--- config.mk ---
export PLATFORM = sky130hd
export DESIGN_NAME = dac_serializer_flat
export DESIGN_NICKNAME = d
export VERILOG_FILES = /design/src/rtl/dac_serializer_pkg.sv /design/src/rtl/dac_serializer_if.sv /design/src/rtl/dac_serializer_bclk_gen.sv /design/src/rtl/dac_serializer.sv /design/src/flat_wrapper.sv
export SDC_FILE = /design/constraint.sdc
export NUM_CORES = 1
export LEC_CHECK = 0
export CAP_MARGIN = 25
export CELL_PAD_IN_SITES_DETAIL_PLACEMENT = 0
export CELL_PAD_IN_SITES_GLOBAL_PLACEMENT = 1
export CORE_AREA = 2 2 105 107
export DETAILED_ROUTE_END_ITERATION = 8
export DIE_AREA = 0 0 107 109
export PLACE_DENSITY_LB_ADDON = 0.08
export SYNTH_ARGS = -nofsm -noshare
export SYNTH_HDL_FRONTEND = slang
export SYNTH_SLANG_ARGS = --single-unit
export TNS_END_PERCENT = 1
--- constraint.sdc ---
create_clock -name mclock -period 3.25 [get_ports mclock]
set_clock_uncertainty 0.1 [all_clocks]
set_input_delay 0.65 -clock mclock [delete_from_list [all_inputs] [get_ports mclock]]
set_output_delay 0.65 -clock mclock [all_outputs]
set_load 0.005 [all_outputs]
--- src/rtl/dac_serializer_pkg.sv ---
// Shared constants and types for the I2S DAC serializer.
// Optional underrun counter build macro: DAC_UNDERRUN_CNT_EN.
package snes_tst_pkg;

  localparam int DAC_SAMPLE_W   = 16;
  localparam int DAC_SLOT_BITS  = 32;
  localparam int DAC_FRAME_W    = 2 * DAC_SLOT_BITS;
  localparam int DAC_UNDERRUN_W = 16;

  typedef enum logic {
    ST_ARM,
    ST_RUN
  } run_t;

endpackage

--- src/rtl/dac_serializer_if.sv ---
// Stereo sample valid/ready handshake bundle.
// master drives samples, slave returns ready.
interface dac_serializer_if
  import snes_tst_pkg::*;
#(
  parameter int SAMPLE_W = DAC_SAMPLE_W
);

  logic [SAMPLE_W-1:0] sample_l;
  logic [SAMPLE_W-1:0] sample_r;
  logic                sample_valid;
  logic                sample_ready;

  modport master (
    output sample_l,
    output sample_r,
    output sample_valid,
    input  sample_ready
  );

  modport slave (
    input  sample_l,
    input  sample_r,
    input  sample_valid,
    output sample_ready
  );

endinterface

--- src/rtl/dac_serializer_bclk_gen.sv ---
// Bit-clock divider: toggles bclk every BCLK_DIV mclocks.
// fall marks the mclock edge on which bclk goes 1 -> 0.
module dac_bclk_gen #(
  parameter int BCLK_DIV = 4
) (
  input  logic mclock,
  input  logic reset_n,
  input  logic enable,
  output logic bclk,
  output logic fall
);

  localparam int DW = (BCLK_DIV > 1) ? $clog2(BCLK_DIV) : 1;

  logic [DW-1:0] div_cnt;
  logic          wrap;

  assign wrap = (div_cnt == DW'(BCLK_DIV - 1));
  assign fall = enable && wrap && bclk;

  always_ff @(posedge mclock or negedge reset_n) begin
    if (!reset_n) begin
      div_cnt <= '0;
      bclk    <= 1'b0;
    end else if (!enable) begin
      div_cnt <= '0;
      bclk    <= 1'b0;
    end else if (wrap) begin
      div_cnt <= '0;
      bclk    <= ~bclk;
    end else begin
      div_cnt <= div_cnt + 1'b1;
    end
  end

endmodule

--- src/rtl/dac_serializer.sv ---
// I2S serializer with one-sample holding register; repeats frame on underrun.
// DAC_UNDERRUN_CNT_EN adds a saturating underrun_cnt output.
module dac_serializer
  import snes_tst_pkg::*;
#(
  parameter int SAMPLE_W  = DAC_SAMPLE_W,
  parameter int SLOT_BITS = DAC_SLOT_BITS,
  parameter int BCLK_DIV  = 4
) (
  input  logic mclock,
  input  logic reset_n,
  input  logic enable,
  dac_serializer_if.slave smp,
  output logic dac_bclk,
  output logic dac_lrck,
  output logic dac_data,
  output logic frame_strobe
`ifdef DAC_UNDERRUN_CNT_EN
  ,
  output logic [DAC_UNDERRUN_W-1:0] underrun_cnt
`endif
);

  localparam int FW = 2 * SLOT_BITS;
  localparam int BW = $clog2(FW);

  run_t state, state_nxt;
  logic [BW-1:0] bit_cnt, bit_nxt;
  logic fall, load, last_bit, accept;
  logic hold_full;
  logic [SAMPLE_W-1:0] hold_l, hold_r;
  logic [SLOT_BITS-1:0] slot_l, slot_r;
  logic [FW-1:0] hold_frame, frame, sel_frame, shreg;
  logic dly;

  dac_bclk_gen #(.BCLK_DIV(BCLK_DIV)) u_bclk (
    .mclock (mclock),
    .reset_n(reset_n),
    .enable (enable),
    .bclk   (dac_bclk),
    .fall   (fall)
  );

  assign last_bit = (bit_cnt == BW'(FW - 1));
  assign dac_lrck = (bit_cnt >= BW'(SLOT_BITS));

  always_ff @(posedge mclock or negedge reset_n) begin
    if (!reset_n) begin
      state   <= ST_ARM;
      bit_cnt <= '0;
    end else begin
      state   <= state_nxt;
      bit_cnt <= bit_nxt;
    end
  end

  // ST_ARM: first fall event after enable loads a frame at bit 0
  always_comb begin
    state_nxt = state;
    bit_nxt   = bit_cnt;
    load      = 1'b0;
    unique case (1'b1)
      !enable: begin
        state_nxt = ST_ARM;
        bit_nxt   = '0;
      end
      fall && (state == ST_ARM): begin
        state_nxt = ST_RUN;
        bit_nxt   = '0;
        load      = 1'b1;
      end
      fall && (state == ST_RUN): begin
        bit_nxt = last_bit ? '0 : bit_cnt + 1'b1;
        load    = last_bit;
      end
      default: ;
    endcase
  end

  assign smp.sample_ready = !hold_full;
  assign accept = smp.sample_valid && !hold_full;

  always_ff @(posedge mclock or negedge reset_n) begin
    if (!reset_n) begin
      hold_full <= 1'b0;
      hold_l    <= '0;
      hold_r    <= '0;
    end else if (accept) begin
      hold_full <= 1'b1;
      hold_l    <= smp.sample_l;
      hold_r    <= smp.sample_r;
    end else if (load) begin
      hold_full <= 1'b0;
    end
  end

  assign slot_l     = SLOT_BITS'(hold_l) << (SLOT_BITS - SAMPLE_W);
  assign slot_r     = SLOT_BITS'(hold_r) << (SLOT_BITS - SAMPLE_W);
  assign hold_frame = {slot_l, slot_r};
  assign sel_frame  = hold_full ? hold_frame : frame;

  always_ff @(posedge mclock or negedge reset_n) begin
    if (!reset_n) begin
      frame        <= '0;
      frame_strobe <= 1'b0;
    end else begin
      frame_strobe <= load;
      if (load && hold_full) frame <= hold_frame;
    end
  end

  // dly gives the one-bit I2S delay between shreg and the pin
  always_ff @(posedge mclock or negedge reset_n) begin
    if (!reset_n) begin
      shreg    <= '0;
      dly      <= 1'b0;
      dac_data <= 1'b0;
    end else if (!enable) begin
      shreg    <= '0;
      dly      <= 1'b0;
      dac_data <= 1'b0;
    end else if (load) begin
      dac_data <= dly;
      dly      <= sel_frame[FW-1];
      shreg    <= sel_frame << 1;
    end else if (fall) begin
      dac_data <= dly;
      dly      <= shreg[FW-1];
      shreg    <= shreg << 1;
    end
  end

`ifdef DAC_UNDERRUN_CNT_EN
  always_ff @(posedge mclock or negedge reset_n) begin
    if (!reset_n) begin
      underrun_cnt <= '0;
    end else if (load && !hold_full && (underrun_cnt != '1)) begin
      underrun_cnt <= underrun_cnt + 1'b1;
    end
  end
`endif

endmodule

--- src/flat_wrapper.sv ---
// flat-port wrapper written by rule: the top's interface ports become plain ports
module dac_serializer_flat import snes_tst_pkg::*;
#(
  parameter int SAMPLE_W  = DAC_SAMPLE_W,
  parameter int SLOT_BITS = DAC_SLOT_BITS,
  parameter int BCLK_DIV  = 4
)
  (mclock, reset_n, enable, dac_bclk, dac_lrck, dac_data, frame_strobe, smp_sample_l, smp_sample_r, smp_sample_valid, smp_sample_ready);
  dac_serializer_if #(.SAMPLE_W(SAMPLE_W)) smp_i ();
  input  logic mclock;
  input  logic reset_n;
  input  logic enable;
  output logic dac_bclk;
  output logic dac_lrck;
  output logic dac_data;
  output logic frame_strobe;
  input wire logic [$bits(smp_i.sample_l)-1:0] smp_sample_l;
  input wire logic [$bits(smp_i.sample_r)-1:0] smp_sample_r;
  input wire logic [$bits(smp_i.sample_valid)-1:0] smp_sample_valid;
  output wire logic [$bits(smp_i.sample_ready)-1:0] smp_sample_ready;
  assign smp_i.sample_l = smp_sample_l;
  assign smp_i.sample_r = smp_sample_r;
  assign smp_i.sample_valid = smp_sample_valid;
  assign smp_sample_ready = smp_i.sample_ready;
  dac_serializer #(.SAMPLE_W(SAMPLE_W), .SLOT_BITS(SLOT_BITS), .BCLK_DIV(BCLK_DIV)) u_core (.mclock(mclock), .reset_n(reset_n), .enable(enable), .smp(smp_i), .dac_bclk(dac_bclk), .dac_lrck(dac_lrck), .dac_data(dac_data), .frame_strobe(frame_strobe));
endmodule
==> reports/summary.txt <==
Initial Utilization: 51.0%
Yosys top cell by area: dfrtp_1
Setup TNS: 0 ns
Status: completed
Met1 usage: 26.0%
Vias in the first global route: 3363
Tmin final: 2.65 ns
First-pass DRT Iterations: 4
Clk slew on worst S/H paths: 0.05 ns
Seq cells post-synth: 125
Wire length of the first global-routing pass: 16.8 mm
Routed vias/inst: 5.36
RSZ-0062 raised after global routing: no
CP Class: reg -> out
Yosys cell types: 30
Area fraction of the dominant cell type after synthesis: 57.9%
Vias: 3224
WL final: 9.56 mm
Row cnt: 38
DIE WIDTH: 107 um
Met2 capacity usage during global routing: 29.3%
Ys async rst share: 100%
Main combinational cell family by area after synthesis: multiplexers
Worst Path Max Fanout: 16
Share of post-route cells with drive strength above 1: 24.1%
Clock root buffer master: clkbuf_8
Sequential area share after synthesis: 57.9%
Die footprint: 11700 sq um
Avg WL per Cell: 15.9 um
Peak supply drop: 0.000426 V
Setup bufs post-CTS: 0
Clock sinks: 125
CORE AREA: 10600 sq um
HPWL Detailed: 5.78 mm
TritonCTS clock tree: done
Final Hold Fails: 0
Slew HR: 48.7%
Clock share of power: 49.2%
Routed Antenna Nets: 0
Synth Cell Area: 5400 sq um
Ant diodes: 0
Initial antenna violation count: 0
Leak Pwr: 3.25 nW
DRT iter0 DRCs: 193
Worst slew pin tran: 0.769 ns
Top post-synthesis cells by area: dfrtp_1 (58%), mux2_2 (14%), mux2_1 (6.3%), mux2i_1 (5.9%), o21ai_0 (3.3%)
Post-Synth Adder-Cell Area: 0.695%
Int Pwr: 0.00324 W
Die span in y: 109 um
Hold buffers post-CTS: 0
Clock Path Buffers: 2
Share of synthesized area spent on multiplexers: 26.1%
Synth Flop Type: dfrtp_1
H-tree Lvls: 4
Synthesized area per cell: 13.2 sq um
Met3 usage: 5.26%
Pins Over Slew Limit: 0
Switching Share: 20.9%
Pwr Total: 0.00409 W
GPL Wtd Cong: 0.726
Total Routing Usage GR: 18.8%
Yosys warns: 0
Io pins: 41
CTS buffer count: 17
P per Cell Area: 620 nW/um^2
GR Overflow Total: 0
Net Count, Synth: 448
R2r startpoint: u_core.bit_cnt[1]
CP Capture Type: output pin
Tcrit/Tclk final: 81.5%
MaxCap Viol Count: 0
Simple-gate share of the synthesized area: 4.84%
Busiest grt layer: met2
Post-synth EDFFs: 0
# setup viols final: 0
Area Overhead vs Synth: 22.2%
Critical path arrival: 1.90 ns
Post-CTS sizing: 0
Xor/xnor share of the synthesized area: 0.162%
Gate Count Post-Synth: 409
Nets: 487
Synth Area in Compound Gates: 7.11%
CP startpoint: u_core.hold_full
Comb pwr share: 8.1%
Largest net degree at the start of global routing: 78
Remaining DRCs: 0
FMAX: 0.377 GHz
# port buffers: 40
CP Launch Type: register
Clock Latency Late Sink: 0.51 ns
CP required: 2.50 ns
Seq pwr share: 42.8%
Min-Delay Path Class: in -> async
Switching power: 0.000855 W
worst paths after layout:
path / endpoint / depth (start not counted) / slack [ns]
max: smp_sample_ready / 2 / 0.60
min: u_core.hold_l[7] / 1 / 0.03
max reg2reg: u_core.shreg[32] / 6 / 1.00
min reg2reg: u_core.u_bclk.div_cnt[0] / 1 / 0.35
max in group asynchronous: u_core.bit_cnt[0] / 2 / 2.23
min in group mclock: u_core.u_bclk.div_cnt[0] / 1 / 0.35
metal layers:
| layer | up-vias | wire (um) |
|---|---|---|
| met4 | 0 | 99 |
| met2 | 30 | 4410 |
| met1 | 1658 | 4790 |
| met3 | 8 | 257 |
| li1 | 1528 | - |
| met5 | - | 0 |
flip-flops by register name, indices dropped and copies added (netlist names):
| register | cells |
|---|---|
| u_core.shreg | 47 |
| u_core.frame | 32 |
| u_core.hold_l | 16 |
| u_core.hold_r | 16 |
| u_core.bit_cnt | 6 |
| u_core.u_bclk.div_cnt | 2 |
| u_core.dac_data | 1 |
| u_core.dly | 1 |
| u_core.frame_strobe | 1 |
| u_core.hold_full | 1 |
| u_core.state | 1 |
| u_core.u_bclk.bclk | 1 |
cells by family after synthesis:
kind of cell / count (synthesis)
muxes: 129
xor gates and xnor gates: 1
AOI/OAI and AO/OA: 60
and+or+nand+nor: 57
buffers and inverters: 34
adders and majority gates: 3
DFF: 125
power by group through the flow:
stage / clock (W) / combinational, W / sequential (W)
after detailed placement: 0 / 0.000336 / 0.00178
after floorplan: 0 / 0.000220 / 0.00175
final: 0.00201 / 0.000330 / 0.00175
after CTS: 0.00206 / 0.000339 / 0.00175
after global placement: 0 / 0.000325 / 0.00177
after global routing: 0.00213 / 0.000375 / 0.00177
synthesized netlist by cell type, types with 5 or more instances:
library cell  number
dfrtp_1          125
mux2_2            67
o21ai_0           36
nand2_1           33
mux2i_1           32
mux2_1            30
a22o_1            18
buf_2             13
clkbuf_1          12
inv_1              5
worst max-delay path, stage by stage (launching register included):
cell	delay [ns]
dfrtp_1	0.84
inv_1	0.09
clkdlybuf4s50_1	0.47
layout make-up:
type | count | area, sq um
multi-input cells | 250 | 2130
flip-flops and latches | 125 | 3130
inverters | 5 | 18.8
well taps | 140 | 175
clock inverters | 11 | 189
fillers | 838 | 4000
repair buffers | 49 | 515
clock buffers | 21 | 449
through the flow:
step | setup WS, ns | utilization (%) | std cells | hold WS [ns] | instance area [sq um]
after floorplan | 1.31 | - | 409 | 0.254 | 5400
after global placement | 0.686 | 56.3 | 569 | 0.323 | 5960
after detailed placement | 0.622 | 56.3 | 569 | 0.337 | 5960
after CTS | 0.563 | 62.3 | 601 | 0.0329 | 6600
after global routing | 0.476 | 62.3 | 601 | 0.0569 | 6600
final | 0.600 | 62.3 | 601 | 0.0308 | 6600
cells in the final DEF (no fill, tap or decap), types with 2 or more instances in the layout:
cell             Yosys  layout
dfrtp_1            125     125
nand4_1              2       2
mux2_2              67      67
mux2i_1             32      32
nor2b_4              0       2
bufinv_16            0       5
clkbuf_8             0       3
mux2_1              30      30
clkinvlp_4           0       2
nor2b_1              4       2
clkinv_2             0       3
ha_1                 3       3
clkbuf_16            0      16
and2_1               4       4
clkdlybuf4s50_1      0      39
buf_4                1       6
o21ai_0             36      36
buf_12               0       4
inv_1                5       5
nor2_1               4       4
clkbuf_1            12       2
a22o_1              18      18
or3_1                2       2
nand3_1              3       3
nand2_1             33      33
and3_1               2       2
Power figures use the tool's default switching activity.
